**config.mk**
```make
export PLATFORM = sky130hd
export DESIGN_NAME = max_pooling_layer_flat
export DESIGN_NICKNAME = d
export VERILOG_FILES = /design/src/rtl/max_pooling_layer_if.sv /design/src/rtl/max_pooling_layer.sv /design/src/flat_wrapper.sv
export SDC_FILE = /design/constraint.sdc
export NUM_CORES = 1
export LEC_CHECK = 0
export BUFFER_PORTS_ARGS = -buffer_cell sky130_fd_sc_hd__buf_4
export CAP_MARGIN = 15
export CELL_PAD_IN_SITES_DETAIL_PLACEMENT = 1
export CELL_PAD_IN_SITES_GLOBAL_PLACEMENT = 2
export CORE_ASPECT_RATIO = 1.5
export CORE_MARGIN = 10
export CORE_UTILIZATION = 42
export DETAILED_ROUTE_END_ITERATION = 12
export GPL_TIMING_DRIVEN = 0
export PLACE_DENSITY_LB_ADDON = 0.12
export SKIP_LAST_GASP = 1
export SYNTH_ARGS = -nofsm -noshare
export SYNTH_HDL_FRONTEND = slang
export SYNTH_HIERARCHICAL = 1
export SYNTH_SLANG_ARGS = --single-unit
```
**constraint.sdc**
```tcl
create_clock -name clk -period 9.7 [get_ports clk]
set_input_delay 0.97 -clock clk [delete_from_list [all_inputs] [get_ports clk]]
set_output_delay 0.97 -clock clk [all_outputs]
set_load 0.03 [all_outputs]
```
**src/rtl/max_pooling_layer_if.sv**
```systemverilog
// Pixel stream bundle for the pooling stage: raster input pixels in and pooled pixels out.
// Each channel is D_WIDTH bits wide, packed with channel 0 in the low bits.
interface max_pooling_layer_if #(
  parameter int D_WIDTH  = 8,
  parameter int CHANNELS = 2
);
  logic                        input_valid;
  logic [D_WIDTH*CHANNELS-1:0] input_data;
  logic [D_WIDTH*CHANNELS-1:0] output_data;
  logic                        valid;

  modport master (output input_valid, input_data, input output_data, valid);
  modport slave  (input input_valid, input_data, output output_data, valid);
endinterface

```
**src/rtl/max_pooling_layer.sv**
```systemverilog
// Streaming non-overlapping POOL_SIZE x POOL_SIZE signed max pooling.
// Only one row of partial window maxima is kept per channel, not full lines.
module max_pooling_lane #(
  parameter int D_WIDTH = 8,
  parameter int NW      = 2,
  parameter int WX_W    = 1
) (
  input  logic                      clk,
  input  logic                      rst_n,
  input  logic                      acc,
  input  logic                      px_first,
  input  logic                      px_last,
  input  logic                      phase_first,
  input  logic                      phase_last,
  input  logic [WX_W-1:0]           wx,
  input  logic signed [D_WIDTH-1:0] din,
  output logic signed [D_WIDTH-1:0] dout
);
  logic signed [D_WIDTH-1:0] hmax, h, prow, m;
  logic signed [D_WIDTH-1:0] pbuf [NW];

  assign h    = (px_first || din > hmax) ? din : hmax;
  assign prow = pbuf[wx];
  assign m    = (prow > h) ? prow : h;

  always_ff @(posedge clk) begin
    if (!rst_n) begin
      hmax <= '0;
      dout <= '0;
    end else if (acc) begin
      hmax <= h;
      if (px_last && phase_last) dout <= m;
    end
  end

  // No reset: the FIRST row always overwrites an entry before it is read.
  always_ff @(posedge clk) begin
    if (rst_n && acc && px_last && !phase_last)
      pbuf[wx] <= phase_first ? h : m;
  end
endmodule

module max_pooling_layer #(
  parameter int D_WIDTH    = 8,
  parameter int CHANNELS   = 2,
  parameter int IMAGE_SIZE = 4,
  parameter int POOL_SIZE  = 2
) (
  input logic            clk,
  input logic            rst_n,
  input logic            clk_en,
  max_pooling_layer_if.slave bus
);
  localparam int NW   = IMAGE_SIZE / POOL_SIZE;
  localparam int PX_W = $clog2(POOL_SIZE);
  localparam int WX_W = (NW > 1) ? $clog2(NW) : 1;

  if (POOL_SIZE < 2 || IMAGE_SIZE % POOL_SIZE != 0) begin : g_bad_cfg
    $error("max_pooling_layer: IMAGE_SIZE must be a multiple of POOL_SIZE >= 2");
  end

  typedef enum logic [1:0] {FIRST, MID, LAST} phase_t;
  phase_t phase;

  logic [PX_W-1:0] px, py;
  logic [WX_W-1:0] wx, wy;
  logic            acc, px_last, wx_last, py_last, wy_last;
  logic [CHANNELS-1:0][D_WIDTH-1:0] pix, pooled;

  assign acc     = clk_en & bus.input_valid;
  assign px_last = (px == PX_W'(POOL_SIZE - 1));
  assign py_last = (py == PX_W'(POOL_SIZE - 1));
  assign wx_last = (wx == WX_W'(NW - 1));
  assign wy_last = (wy == WX_W'(NW - 1));
  assign pix     = bus.input_data;
  assign bus.output_data = pooled;

  // Carry chain px -> wx -> py -> wy; phase tracks py so lanes need no compare.
  always_ff @(posedge clk) begin
    if (!rst_n) begin
      px        <= '0;
      wx        <= '0;
      py        <= '0;
      wy        <= '0;
      phase     <= FIRST;
      bus.valid <= 1'b0;
    end else if (clk_en) begin
      bus.valid <= acc && px_last && (phase == LAST);
      if (acc) begin
        px <= px_last ? '0 : px + 1'b1;
        if (px_last) begin
          wx <= wx_last ? '0 : wx + 1'b1;
          if (wx_last) begin
            py <= py_last ? '0 : py + 1'b1;
            if (py_last) begin
              phase <= FIRST;
              wy    <= wy_last ? '0 : wy + 1'b1;
            end else begin
              phase <= (py == PX_W'(POOL_SIZE - 2)) ? LAST : MID;
            end
          end
        end
      end
    end
  end

  for (genvar c = 0; c < CHANNELS; c++) begin : g_lane
    max_pooling_lane #(.D_WIDTH(D_WIDTH), .NW(NW), .WX_W(WX_W)) u_lane (
      .clk        (clk),
      .rst_n      (rst_n),
      .acc        (acc),
      .px_first   (px == '0),
      .px_last    (px_last),
      .phase_first(phase == FIRST),
      .phase_last (phase == LAST),
      .wx         (wx),
      .din        (pix[c]),
      .dout       (pooled[c])
    );
  end
endmodule
```
**src/flat_wrapper.sv**
```systemverilog
// flat-port wrapper written by rule: the top's interface ports become plain ports
module max_pooling_layer_flat 
#(
  parameter int D_WIDTH    = 8,
  parameter int CHANNELS   = 2,
  parameter int IMAGE_SIZE = 4,
  parameter int POOL_SIZE  = 2
)
  (clk, rst_n, clk_en, bus_input_valid, bus_input_data, bus_output_data, bus_valid);
  max_pooling_layer_if #(.D_WIDTH(D_WIDTH), .CHANNELS(CHANNELS)) bus_i ();
  input logic clk;
  input logic rst_n;
  input logic clk_en;
  input wire logic [$bits(bus_i.input_valid)-1:0] bus_input_valid;
  input wire logic [$bits(bus_i.input_data)-1:0] bus_input_data;
  output wire logic [$bits(bus_i.output_data)-1:0] bus_output_data;
  output wire logic [$bits(bus_i.valid)-1:0] bus_valid;
  assign bus_i.input_valid = bus_input_valid;
  assign bus_i.input_data = bus_input_data;
  assign bus_output_data = bus_i.output_data;
  assign bus_valid = bus_i.valid;
  max_pooling_layer #(.D_WIDTH(D_WIDTH), .CHANNELS(CHANNELS), .IMAGE_SIZE(IMAGE_SIZE), .POOL_SIZE(POOL_SIZE)) u_core (.clk(clk), .rst_n(rst_n), .clk_en(clk_en), .bus(bus_i));
endmodule
```
==> out/metrics.yaml <==
clock_tree:
  hold_buffers: 0
  cts_resized: 0
  h-tree-depth: 3
  cts_buffer_depth: 2
  cts_buffers: 9
  cts_sinks: 68
  path_clk_slew_ps: 60
  cts_setup_buffers: 0
  cts-root-buf: "clkbuf_16"
  cts_tree: "built"
  clk_latency_ps: 330
synthesis:
  syn-num-nets: 395
  synth_compound_area_share_pct: 15.2
  synth.avg_cell_area_sq_um: 10.7
  synth_xor_area_share_pct: 0
  synth_edf_count: 32
  synth_warnings: 6
  synth-async-reset-ratio_pct: 0
  synthesis.instances: 343
  synth_fa_ha_area_share_pct: 10.9
  synth.cell_area_sq_mm: 0.00368
  yosys_register_bits: 68
  synth.distinct_cells: 30
  synth_top_family_by_area: "compound AO/OA/AOI/OAI gates"
  synth_top_flop_cell: "dfxtp_1"
  synthMuxAreaShare_pct: 13.6
  synth-simple-area-share_pct: 9.49
  seq_area_frac_synth_pct: 45.7
placed_design:
  gp_congestion: 0.806
  dp_hpwl_um: 7200
  place_area_sq_mm: 0.00414
  io_buffers: 36
worst_setup_path:
  worst-path-max-fanout: 8
  r2r_setup_slack_ps: 5150
  setup.worst_path.class: "primary input to register"
  endpoint_kind: "register"
  critPathRequiredTime_ps: 9890
  crit_arrival_ps: 5090
  critPathLaunchType: "primary input"
timing:
  skew_ps: 5.41
  tns_ps: 0
  fin_crit_ps: 4900
  rsz0062_at_grt: "no"
  setup_viol: 0
  slew_headroom_pct: 32.2
  drv_slew: 0
  fmax_mhz: 204
  worstMarginPinSlew_ps: 1010
  final_min_period_over_clock_period_pct: 50.5
  hold_viol: 0
die:
  die_w_um: 96.4
  initial_utilization_pct: 43.5
  row_count: 41
  num_io_pins: 37
  core_area_sq_mm: 0.00846
  fp.dieArea_sq_mm: 0.0130
  die_y_um: 135
outcome:
  run_status: "complete, no violations"
layout:
  drive_above_1_share_pct: 16.3
  post-route-util_pct: 52.9
  fin_nets: 446
  area_growth_pct: 21.7
  final_common_cell: "mux2i_1"
  stdcell_area_sq_mm: 0.00448
  diodes: 0
  final_cell_mix: "mux2i_1 (50), buf_4 (40), inv_1 (40)"
min_path:
  hp-class: "register to register"
grt:
  grt_pass1_vias: 3105
  grt_pass1_wl_um: 15900
  grt_overflow_total: 0
  antenna_found_initial: 0
  grt_max_degree: 13
  grt_util_all_layers_pct: 15.8
route:
  wire_per_inst_um: 18.7
  ant_nets: 0
  drt_wl_total_um: 9440
  drt_first_iter_violations: 106
  drt_pass1_iterations: 4
  drcViolationCount: 0
  via_per_inst: 5.53
  vias: 2800
job:
  max-cap-violations: 0
pwr:
  ir_drop_mv: 0.111
  power.leakage_nw: 1.68
  finalPower_uw: 767
  cellPowerDensity_mw_per_mm2: 171
==> area by class of cell <==
cell class / instances / area [sq um]
fillers: 956 / 3990
clock buffers: 9 / 225
flip-flops and latches: 68 / 1680
inverters: 40 / 150
multi-input cells: 225 / 1840
plain buffers: 10 / 37.5
repair buffers: 40 / 300
well taps: 107 / 134
clock inverters: 7 / 115
==> worst paths after layout <==
check | startpoint | endpoint | cells past startpoint
max | bus_input_data[5] | u_core/g_lane[0].u_lane/dout[4] | 15
min | u_core/g_lane[1].u_lane/dout[0] | u_core/g_lane[1].u_lane/dout[0] | 2
max reg2reg | u_core/g_lane[0].u_lane/hmax[5] | u_core/g_lane[0].u_lane/dout[4] | 15
min reg2reg | u_core/g_lane[1].u_lane/dout[0] | u_core/g_lane[1].u_lane/dout[0] | 2
==> worst max-delay path, stage by stage <==
cell	delay [ps]
buf_4	120
ha_1	310
a21o_1	220
a2111oi_4	370
a211oi_2	90
nor3_4	480
mux2i_1	540
ha_1	330
nor2b_1	130
o211ai_1	170
a31oi_1	120
o41ai_1	470
nand2b_1	170
clkbuf_1	380
o221ai_1	200
==> synth_stat cells (7+ instances only) <==
cell type	n	area share (%)
nand2_1	26	2.7
a21oi_1	22	3.0
nand2b_1	7	1.2
clkbuf_1	10	1.0
dfxtp_1	36	20
o21ai_0	18	2.4
ha_1	32	11
edfxtp_1	32	26
inv_1	40	4.1
nand4_1	8	1.4
o221ai_1	16	3.8
mux2i_1	50	14
==> power breakdown <==
group	total, mW	switching [mW]	internal (mW)
Combinational	0.0806	0.0474	0.0331
Clock	0.376	0.126	0.250
Sequential	0.311	0.00426	0.307
==> cell families (layout without fill, tap and decap cells) <==
| family | count (synthesis) | after routing |
|---|---|---|
| compound gates | 79 | 79 |
| fa+ha+maj | 32 | 32 |
| buf+inv | 50 | 106 |
| flops | 68 | 68 |
| mux | 50 | 50 |
| simple gates | 64 | 64 |
==> flip-flops by register name, summed over array words and instances, names as in the netlist <==
signal and count:
u_core/g_lane.u_lane/pbuf 32, u_core/g_lane.u_lane/dout 16, u_core/g_lane.u_lane/hmax 16, u_core/bus.valid 1
u_core/phase 1, u_core/px 1, u_core/wx 1
==> through the flow <==
| stage | worst slack, ps | hold slack, ps | std cells |
|---|---|---|---|
| after global placement | 4460 | 445 | 486 |
| final | 4800 | 472 | 506 |
| after CTS | 4710 | 476 | 506 |
| after global routing | 4320 | 501 | 506 |
| after floorplan | 5380 | 469 | 343 |
| after detailed placement | 4370 | 453 | 490 |
==> per-layer routing <==
metal  wire [um]  vias up  track usage [%]
li1            -     1375                -
met1        3570     1374             16.3
met2        5310       38             29.4
met3         373       13             3.88
met4         192        0             5.75
met5           0        -                0
(Power assumes the default switching activity.)
